**src/rtl/cnn_ram_loader.sv**
```systemverilog
// Packs a 32-bit valid/ready word stream into 128-bit lines for the CNN image RAM, then the weight RAM.
// Write latency 1 cycle after the 4th word of a line; never back-pressures mid-load (in_ready=0 only outside a load).
// Optional feature: LOADER_CHECKSUM_EN builds an XOR checksum of all accepted words.
module cnn_ram_loader #(
    parameter int IMG_DEPTH = 256,
    parameter int WGT_DEPTH = 64,
    parameter int ADDR_W    = 8
) (
    input  logic              clk,
    input  logic              rst,
    input  logic              start,
    input  logic              in_valid,
    input  logic [31:0]       in_data,
    output logic              in_ready,
    output logic              ramImage_we,
    output logic [ADDR_W-1:0] ramImage_addr,
    output logic [127:0]      ramImage_din,
    output logic              ramWeight_we,
    output logic [ADDR_W-1:0] ramWeight_addr,
    output logic [127:0]      ramWeight_din,
    output logic              busy,
    output logic              done,
    output logic [31:0]       checksum
);

    localparam logic [1:0] S_IDLE     = 2'd0;
    localparam logic [1:0] S_LOAD_IMG = 2'd1;
    localparam logic [1:0] S_LOAD_WGT = 2'd2;
    localparam logic [1:0] S_DONE     = 2'd3;

    localparam logic [ADDR_W-1:0] IMG_LAST = ADDR_W'(IMG_DEPTH - 1);
    localparam logic [ADDR_W-1:0] WGT_LAST = ADDR_W'(WGT_DEPTH - 1);

    logic [1:0]        state;
    logic [1:0]        state_nxt;
    logic [1:0]        lane;
    logic [ADDR_W-1:0] img_cnt;
    logic [ADDR_W-1:0] wgt_cnt;
    logic [31:0]       word0;
    logic [31:0]       word1;
    logic [31:0]       word2;
    logic              hs;
    logic              line_end;
    logic [127:0]      line;

    assign in_ready = (state == S_LOAD_IMG) || (state == S_LOAD_WGT);
    assign hs       = in_valid && in_ready;
    assign line_end = hs && (lane == 2'd3);
    assign line     = {in_data, word2, word1, word0};

    always_comb begin
        state_nxt = state;
        case (state)
            S_IDLE:     if (start) state_nxt = S_LOAD_IMG;
            S_LOAD_IMG: if (line_end && img_cnt == IMG_LAST) state_nxt = S_LOAD_WGT;
            S_LOAD_WGT: if (line_end && wgt_cnt == WGT_LAST) state_nxt = S_DONE;
            default:    state_nxt = S_IDLE;
        endcase
    end

    always_ff @(posedge clk or posedge rst) begin
        if (rst) begin
            state          <= S_IDLE;
            lane           <= 2'd0;
            img_cnt        <= '0;
            wgt_cnt        <= '0;
            word0          <= '0;
            word1          <= '0;
            word2          <= '0;
            ramImage_we    <= 1'b0;
            ramImage_addr  <= '0;
            ramImage_din   <= '0;
            ramWeight_we   <= 1'b0;
            ramWeight_addr <= '0;
            ramWeight_din  <= '0;
            busy           <= 1'b0;
            done           <= 1'b0;
        end else begin
            state        <= state_nxt;
            busy         <= (state_nxt == S_LOAD_IMG) || (state_nxt == S_LOAD_WGT);
            ramImage_we  <= 1'b0;
            ramWeight_we <= 1'b0;
            done         <= 1'b0;

            if (state == S_IDLE && start) begin
                lane    <= 2'd0;
                img_cnt <= '0;
                wgt_cnt <= '0;
            end

            // Lane wraps 3->0 on the line-completing word, so each phase starts at lane 0.
            if (hs) begin
                lane <= lane + 2'd1;
                case (lane)
                    2'd0: word0 <= in_data;
                    2'd1: word1 <= in_data;
                    2'd2: word2 <= in_data;
                    default: begin
                        if (state == S_LOAD_IMG) begin
                            ramImage_we   <= 1'b1;
                            ramImage_addr <= img_cnt;
                            ramImage_din  <= line;
                            img_cnt       <= img_cnt + 1'b1;
                        end else begin
                            ramWeight_we   <= 1'b1;
                            ramWeight_addr <= wgt_cnt;
                            ramWeight_din  <= line;
                            wgt_cnt        <= wgt_cnt + 1'b1;
                            done           <= (wgt_cnt == WGT_LAST);
                        end
                    end
                endcase
            end
        end
    end

`ifdef LOADER_CHECKSUM_EN
    logic [31:0] sum_q;

    always_ff @(posedge clk or posedge rst) begin
        if (rst) begin
            sum_q <= '0;
        end else if (state == S_IDLE && start) begin
            sum_q <= '0;
        end else if (hs) begin
            sum_q <= sum_q ^ in_data;
        end
    end

    assign checksum = sum_q;
`else
    assign checksum = 32'h0;
`endif

endmodule
```
**config.mk**
```make
export PLATFORM = sky130hd
export DESIGN_NAME = cnn_ram_loader
export DESIGN_NICKNAME = d
export VERILOG_FILES = /design/src/rtl/cnn_ram_loader.sv
export SDC_FILE = /design/constraint.sdc
export NUM_CORES = 1
export LEC_CHECK = 0
export BUFFER_PORTS_ARGS = -buffer_cell sky130_fd_sc_hd__buf_2
export CAP_MARGIN = 10
export CORE_MARGIN = 3
export CORE_UTILIZATION = 54
export CTS_CLUSTER_DIAMETER = 60
export DETAILED_ROUTE_END_ITERATION = 6
export PLACE_DENSITY_LB_ADDON = 0.3
export SYNTH_ARGS = -nofsm -noshare
export SYNTH_HDL_FRONTEND = slang
export SYNTH_SLANG_ARGS = --single-unit
```
**constraint.sdc**
```tcl
create_clock -name clk -period 16.3 [get_ports clk]
set_input_delay 0.815 -clock clk [delete_from_list [all_inputs] [get_ports clk]]
set_output_delay 0.815 -clock clk [all_outputs]
set_load 0.03 [all_outputs]
```
Word level (Yosys, flattened, before mapping)
Index checks and enable logic that the tools add are counted.
{"block": "totals", "register_bits": 392, "in_bits": 36, "output_inout_bits": 309, "wordCells": 68}
{"block": "classes", "add_sub_neg": 3, "n_eq_ne": 9, "muxes": 23, "bitwise": 2, "reduce_logical": 16}
{"op": "$mux 8", "n": 8}
{"op": "$add 8x1->8 const B", "n": 2}
{"op": "$mux 2", "n": 5}
{"op": "$mux 1", "n": 9}
{"op": "$eq 2x2->1 const B", "n": 4}
{"op": "$eq 8x6->1 const B", "n": 1}
{"op": "$eq 8x8->1 const B", "n": 1}
{"op": "$eq 2x1->1 const B", "n": 3}
{"op": "$pmux 2 s3", "n": 1}
{"op": "$reduce_and 2->1", "n": 3}
{"op": "$reduce_and 3->1", "n": 2}
{"op": "$logic_and 1x1->1", "n": 5}
{"op": "$logic_not 2->1", "n": 2}
{"op": "$reduce_or 3->1", "n": 1}
{"op": "$add 2x1->2 const B", "n": 1}
{"op": "$logic_or 1x1->1", "n": 2}
{"op": "$not 1->1", "n": 2}
{"op": "$reduce_bool 2->1", "n": 1}

Logic depth before layout (Yosys ltp)
Gate-level depths: netlist of run 1.
{"block": "depth", "ltp_word": 9, "depth_mapped": 9, "depth_no_buf": 7}

Least setup slack after synthesis of run 1
OpenSTA, ideal clock, no wires.
{"block": "synth_timing", "path_kind": "reg2reg", "start": "register state[0]", "end": "register busy", "arrival_time_ns": 2.035, "required_ns": 16.221, "path_slack_ns": 14.185, "path_stages_with_launch": 7, "period_less_slack_ns": 2.115, "path_cell_list": "dfrtp_1 inv_1 ha_1 nand3_1 or4_4 a32oi_2 mux2i_1"}
{"block": "synth_between", "elab_chain_len": 9}
{"item": "start, declared", "line_no": "34", "rtl": "logic [1:0] state;"}
{"item": "start signal, assigned", "line_no": "79", "rtl": "state <= state_nxt;"}
{"item": "$eq 2x1->1 / $eq 2x2->1 (equally long branches)", "line_no": "46", "rtl": "assign in_ready = (state == S_LOAD_IMG) || (state == S_LOAD_WGT);"}
{"item": "$logic_or 1x1->1 (*)", "line_no": "46"}
{"item": "via in_ready", "line_no": "14", "rtl": "output logic in_ready,"}
{"item": "$logic_and 1x1->1 (*)", "line_no": "47", "rtl": "assign hs = in_valid && in_ready;"}
{"item": "$logic_and 1x1->1 (*)", "line_no": "48", "rtl": "assign line_end = hs && (lane == 2'd3);"}
{"item": "$logic_and 1x1->1 (on tied branches)", "line_no": "56, 55"}
{"item": "$mux 2 (on tied branches)", "line_no": "56, 55"}
{"item": "$pmux 2 s3 (*)", "line_no": "53", "rtl": "case (state)"}
{"item": "$eq 2x1->1 / $eq 2x2->1 (equally long branches)", "line_no": "80", "rtl": "busy <= (state_nxt == S_LOAD_IMG) || (state_nxt == S_LOAD_WGT);"}
{"item": "$logic_or 1x1->1 (*)", "line_no": "80"}
{"item": "end signal, assigned", "line_no": "80"}
{"item": "end, declared", "line_no": "21", "rtl": "output logic busy,"}
Mark *: on every way through the listed nets, which the timed path passes. The rest lies on a longest branch.
A chain may end at the register's enable or synchronous reset.

Worst setup path after layout of run 1
{"block": "layout_timing", "start": "register state[0]", "end": "register img_cnt[6]"}
{"block": "layout_between", "elab_chain_len": 6}
{"item": "$logic_not 2->1", "line_no": "85", "rtl": "if (state == S_IDLE && start) begin"}
{"item": "$logic_and 1x1->1", "line_no": "85"}
{"item": "$mux 8", "line_no": "85"}
{"item": "$mux 8", "line_no": "99", "rtl": "if (state == S_LOAD_IMG) begin"}
{"item": "$mux 8", "line_no": "94", "rtl": "case (lane)"}
{"item": "$mux 8 (*)", "line_no": "92", "rtl": "if (hs) begin"}
{"item": "end signal, assigned", "line_no": "103", "rtl": "img_cnt <= img_cnt + 1'b1;"}
{"item": "end, declared", "line_no": "37", "rtl": "logic [ADDR_W-1:0] img_cnt;"}
Every way passes the cells marked *; elsewhere a longest branch is shown, timed or not.

==> results of run 1 <==
==> flip-flops by register name, summed over array words and instances, names as in the netlist <==
name,flops
img_cnt,8
wgt_cnt,8
word2,32
lane,2
ramImage_addr,8
ramWeight_din,128
ramImage_din,128
ramImage_we,1
word1,32
ramWeight_addr,8
done,1
word0,32
busy,1
ramWeight_we,1
state,2
==> logic make-up (layout without fill, tap and decap cells) <==
family	Yosys count	in the layout	share of synthesized area [%]
muxes	97	97	7.171
xor gates and xnor gates	2	2	0.1152
other	1	32	0.02465
and+or+nand+nor	873	873	22.04
AOI/OAI and AO/OA	35	35	1.431
adders and majority gates	11	11	0.9046
DFF	392	392	64.47
buffers and inverters	114	393	3.841
==> layout by cell type, fill, tap and decap left out, types with 4 or more instances in the layout <==
cell / count
nand2_1: 831
dfrtp_1: 392
buf_2: 312
mux2_2: 96
clkbuf_16: 41
conb_1: 32
o21ai_0: 15
clkbuf_1: 12
ha_1: 11
nand3_1: 9
nor2_1: 9
clkbuf_8: 8
inv_1: 6
nand4_1: 5
buf_4: 5
a31oi_1: 4
o21ai_1: 4
==> worst register-to-register path: stages (launching register included) <==
cell and delay [ns]:
dfrtp_1 0.38, inv_1 0.11, ha_1 0.38, nand4_1 0.15
buf_12 0.31, inv_4 0.51, buf_4 0.92, nor2_1 0.48
o21ai_0 0.27, o41ai_1 0.12
==> synth_stat cells, drive strengths merged <==
cell    number  area [um2]
a21oi        2       10.01
a22o         1       8.760
a31oi        4       25.02
a32oi        1       16.27
and2         3       18.77
and3         3       20.02
buf         71       422.9
clkbuf      34       127.6
conb         1       3.750
dfrtp      392        9809
ha          11       137.6
inv          9       33.79
mux2        96        1081
mux2i        1       10.01
nand2      834        3131
nand2b       1       6.260
nand3       10       55.05
nand3b       1       7.510
nand4        5       31.28
nand4b       1       8.760
nor2         9       33.78
nor2b        1       6.260
nor3         2       10.01
nor4         1       6.260
o21a         2       15.01
o21ai       19       95.09
o21bai       1       7.510
o31ai        3       22.52
o41ai        2       17.52
or4          2       18.77
xor2         2       17.52
==> per-stage QoR <==
step	total power (uW)	std cells	hold slack, ns
final	3452	2207	0.4679
after global routing	3633	2207	0.4871
after CTS	3478	2207	0.4712
after detailed placement	2588	2142	0.4562
after global placement	2551	2142	0.4521
after floorplan	2229	1556	0.4551
==> final cells by class <==
cell class	instances	share of cell area [%]
Tap cell	372	2.564
Inverter	9	0.2550
Clock buffer	61	6.505
Timing Repair Buffer	319	9.028
Multi-Input combinational cell	1050	27.23
Sequential cell	392	54.03
Clock inverter	4	0.3859
==> where the power goes <==
part           switching (uW)  total (uW)  internal (uW)  leakage (uW)
Combinational             722        1060            337       0.00476
Clock                     351         877            526      0.000613
Sequential                221        1520           1290       0.00519
Total                    1290        3450           2160        0.0106
==> final timing paths <==
path | start | to | slack, ns | cells after the start
worst min-delay path | ramWeight_din[122]$_DFFE_PP0P_ | ramWeight_din[122]$_DFFE_PP0P_ | 0.47 | 2
min in group asynchronous | rst | ramImage_din[64]$_DFFE_PP0P_ | 0.48 | 2
worst min register to register | ramWeight_din[122]$_DFFE_PP0P_ | ramWeight_din[122]$_DFFE_PP0P_ | 0.47 | 2
max in group asynchronous | rst | ramWeight_din[11]$_DFFE_PP0P_ | 14.11 | 3
worst max register to register | state[0]$_DFF_PP0_ | img_cnt[6]$_DFF_PP0_ | 12.50 | 9
worst max-delay path | state[0]$_DFF_PP0_ | img_cnt[6]$_DFF_PP0_ | 12.50 | 9
==> per-layer routing <==
layer  GRT usage, %  vias up  share of wire [%]
li1               -     5280                  -
met1          33.18     5599                 41
met2          41.30      446                 48
met3          6.286       70                8.1
met4          8.847        0                3.2
met5              0        -                  0
==> impl_metrics.tcl, run 1 <==
set metrics [dict create \
    ioPinCount 345 \
    drt-initial-drc-count 954 \
    dpl_cell_area_um2 16910 \
    io_buffers 312 \
    cts_tree "yes" \
    finalSetupViolCount 0 \
    seq_area_um2 9809 \
    ys_seq_area_share_pct 64.47 \
    routedWlPerCell_um 17.29 \
    vias 11400 \
    place.gp.congestion 0.8175 \
    die_area_um2 30230 \
    htree_levels 2 \
    routed_via_density 5.163 \
    die_x_um 173.9 \
    insertedDiodeCount 0 \
    setup-tns-final_ns 0 \
    synthToLayoutAreaGrowth_pct 19.33 \
    grt_usage_pct 25.25 \
    dp_hpwl_mm 23.96 \
    fill_cells 2180 \
    slew_viol_final 0 \
    irDropWorstVdd_v 0.00009300 \
    path_max_fanout 146 \
    status "completed" \
    synth_cell_type_count 38 \
    clk_latency_ns 0.51 \
    max_stage_delay_ns 0.90 \
    placementRows 60 \
    hold_buffers 0 \
    ys_warn_count 0 \
    finalWorstSetupSlack_ns 12.50 \
    cts.clk_slew.worst_paths_ns 0.06 \
    ys_seq_elements 392 \
    finClkSkew_ns 0.008583 \
    path_buf_inv 4 \
    antenna_found_initial 0 \
    ctsResizeCount 0 \
    p_per_area_nw_per_um2 190.1 \
    multi_input_area_um2 4945 \
    max_freq_mhz 263.4 \
    die_y_um 173.9 \
    start_util_pct 55.68 \
    crit_family "buffers and inverters" \
    cp.required_ns 16.66 \
    fin_crit_sh_pct 23.30 \
    totalWireLength_mm 38.17 \
    root_buffer "clkbuf_16" \
    cp.arrival_ns 4.15 \
    first_global_vias 11500 \
    critPathLaunchType "register" \
    finish.utilization_pct 66.44 \
    syn_avg_cell_area_um2 9.977 \
    cts-buffers-inserted 39 \
    grt_max_degree 171 \
    drcViolationCount 0 \
    grt_pass1_wl_mm 61.70 \
    final_antenna_net_count 0 \
    worstSetupEndpointType "register" \
    p_leak_uw 0.01056 \
    clock_path_buffers 3 \
    rsz0062_at_grt "no" \
    hp-class "reg -> reg" \
    worstPathCellList "inv_1 > ha_1 > nand4_1 > buf_12 > inv_4 > buf_4 > nor2_1 > o21ai_0 > o41ai_1" \
    dr.pass1.iters 5 \
    hold_viol 0 \
    drive_gt1_share_pct 26.05 \
    final_nets 1858 \
    slew_headroom_pct 21.04 \
    crit_type "reg -> reg" \
    fin_area_um2 18160 \
    synth_area_um2 15210 \
    finalCriticalPeriod_ns 3.797 \
    syn_inst 1525 \
    clock_sinks 392 \
    coreArea_um2 27330 \
    post-cts-setup-buffers 0 \
    drv_cap 0 \
    overflow 0 \
    worstMarginPinSlew_ns 1.184 \
    critPathSlowestCell "buf_4" \
    pre_cts_slack_ns 12.59 \
]
No activity file was read; power rests on OpenSTA's default activity.
==> run 2, diff against run 1 <==
- CORE_UTILIZATION: 54 -> 49
- clock period: 16.3 -> 3.1 ns (I/O delays scaled with it)
==> run 2 against run 1 <==
  * Total power rose to 5.3 times the previous value
  * Clock power rose to 5.4 times the previous value
  * Design area up 3.6%
  * Combinational power rose to 5.3 times the previous value
  * Global-route usage down 2.1 points
  * Largest cell class unchanged
  * Largest power group unchanged
==> impl_metrics.tcl, run 2 (synthesis gave the netlist of run 1 again) <==
set metrics [dict create \
    cts-buffers-inserted 40 \
    worstMarginPinSlew_ns 0.7706 \
    ctsResizeCount 0 \
    cts_tree "yes" \
    pre_cts_slack_ns 0.7717 \
    vias 11500 \
    finalWorstSetupSlack_ns 0.6827 \
    first_global_vias 11740 \
    final_cell_mix "nand2_1, dfrtp_1, buf_2" \
    clk_latency_ns 0.51 \
    drcViolationCount 0 \
    drive_gt1_share_pct 26.61 \
    hp-class "in -> reg" \
    root_buffer "clkbuf_16" \
    drt-initial-drc-count 785 \
    worstPathCellList "inv_1 > ha_1 > nand4_1 > inv_4 > buf_12 > nand2_1 > nand2_1" \
    grt_pass1_wl_mm 62.40 \
    overflow 0 \
    totalWireLength_mm 38.66 \
    die_x_um 182.2 \
    p_int_uw 11450 \
    combPwrFrac_pct 30.8 \
    crit_type "reg -> reg" \
    io_buffers 312 \
    p_sw_share_pct 37.57 \
    drv_cap 0 \
    routedWlPerCell_um 16.95 \
    critPathSlowestCell "dfrtp_1" \
    antenna_found_initial 1 \
    dp_hpwl_mm 24.61 \
    final_antenna_net_count 0 \
    p_seq_share_pct 43.3 \
    status "completed" \
    dr.pass1.iters 6 \
    post-cts-setup-buffers 0 \
    cts.clk_slew.worst_paths_ns 0.06 \
    p_leak_uw 0.01085 \
    grt_max_degree 141 \
    finalCriticalPeriod_ns 2.417 \
    max_stage_delay_ns 0.43 \
    clock_path_buffers 3 \
    rsz0062_at_grt "no" \
    die_area_um2 33200 \
    placementRows 63 \
    layout_commonest_cell "nand2_1" \
    dpl_cell_area_um2 17160 \
    cp.required_ns 3.55 \
    worstSetupEndpointType "register" \
    hold_viol 0 \
    irDropWorstVdd_v 0.0005273 \
    critPathLaunchType "register" \
    fill_cells 2452 \
    routed_via_density 5.039 \
    cp.arrival_ns 2.86 \
    whs_ns 0.05787 \
    die_y_um 182.2 \
    final_nets 1908 \
    switchingPower_uw 6891 \
    top_regs "ramImage_din x128, ramWeight_din x128" \
    fin_crit_sh_pct 77.98 \
    max_freq_mhz 413.7 \
    finClkSkew_ns 0.005294 \
    clockPowerShare_pct 25.8 \
    slew_viol_final 0 \
    grt_usage_pct 23.17 \
    place.gp.congestion 0.8085 \
    clock_sinks 392 \
    synthToLayoutAreaGrowth_pct 23.64 \
    coreArea_um2 30110 \
    p_per_area_nw_per_um2 975.1 \
    finalSetupViolCount 0 \
    htree_levels 2 \
    start_util_pct 50.53 \
    path_max_fanout 76 \
    fin_area_um2 18810 \
    cp_common_cell "nand2_1" \
    slew_headroom_pct 48.63 \
    ioPinCount 345 \
]
-- run 2: cell types whose count changed in the layout (fill, tap and decap cells not counted), sizes merged --
cell,before,now
clkinv,2,6
inv,9,8
buf,319,334
clkinvlp,0,4
dlygate4sd3,0,34
bufinv,2,1
diode,0,1
-- run 2: layout make-up --
class / instances / area [um2] / area share (%)
tap: 390 / 488.0 / 2.594
multi-input combinational: 1050 / 4945 / 26.29
clock inverter: 10 / 86.33 / 0.4589
inverter: 9 / 42.54 / 0.2261
antenna: 1 / 2.502 / 0.01330
timing repair buffer: 368 / 2217 / 11.79
clock buffer: 61 / 1221 / 6.492
sequential: 392 / 9809 / 52.14
-- run 2: per-stage QoR --
stage	TNS [ns]	std cells	power, uW	util, %
2_1_floorplan	-912.92	1556	11720	-
3_3_place_gp	0	2175	13480	56.99
3_5_place_dp	0	2175	13640	56.99
4_1_cts	0	2280	18480	62.47
5_1_grt	0	2281	19300	62.47
6_report	0	2281	18340	62.47
-- run 2: worst max-delay path: cells and delay by family, from the launching register on --
kind                     cells  cell delay (ns)
AND/OR/NAND/NOR              3             0.60
adder cells (fa/ha/maj)      1             0.38
buffers and inverters        3             0.83
flip-flops                   1             0.43
-- run 2: worst paths after layout --
path,slack (ns),to,cells past startpoint,start
setup / recovery,0.68,ramImage_din[76]$_DFFE_PP0P_,7,state[1]$_DFF_PP0_
hold / removal,0.06,lane[1]$_DFFE_PP0P_,3,start
setup reg to reg,0.68,ramImage_din[76]$_DFFE_PP0P_,7,state[1]$_DFF_PP0_
hold reg to reg,0.47,ramWeight_din[67]$_DFFE_PP0P_,2,ramWeight_din[67]$_DFFE_PP0P_
max in group asynchronous,1.89,ramWeight_din[55]$_DFFE_PP0P_,4,rst
min in group asynchronous,0.32,ramWeight_din[65]$_DFFE_PP0P_,3,rst
-- run 2: per-layer routing --
layer	GRT usage, %	share of wire, %
met1	31.36	42
met2	36.87	46
met3	5.382	7.8
met4	8.653	3.7
met5	0	0
-- run 2: repair_timing --
item | 4_1_cts | 5_1_grt
setup endpoints to repair | 0 | 0
hold endpoints to repair | 172 | 0
hold buffers | 34 | 0
-- run 2: power by group through the flow --
| stage | Clock [uW] | Sequential (uW) | Combinational [uW] |
|---|---|---|---|
| 3_3_place_gp | 0 | 7970 | 5510 |
| 2_1_floorplan | 0 | 9830 | 1890 |
| 5_1_grt | 5050 | 8160 | 6090 |
| 3_5_place_dp | 0 | 7990 | 5650 |
| 6_report | 4740 | 7940 | 5660 |
| 4_1_cts | 4830 | 7940 | 5720 |
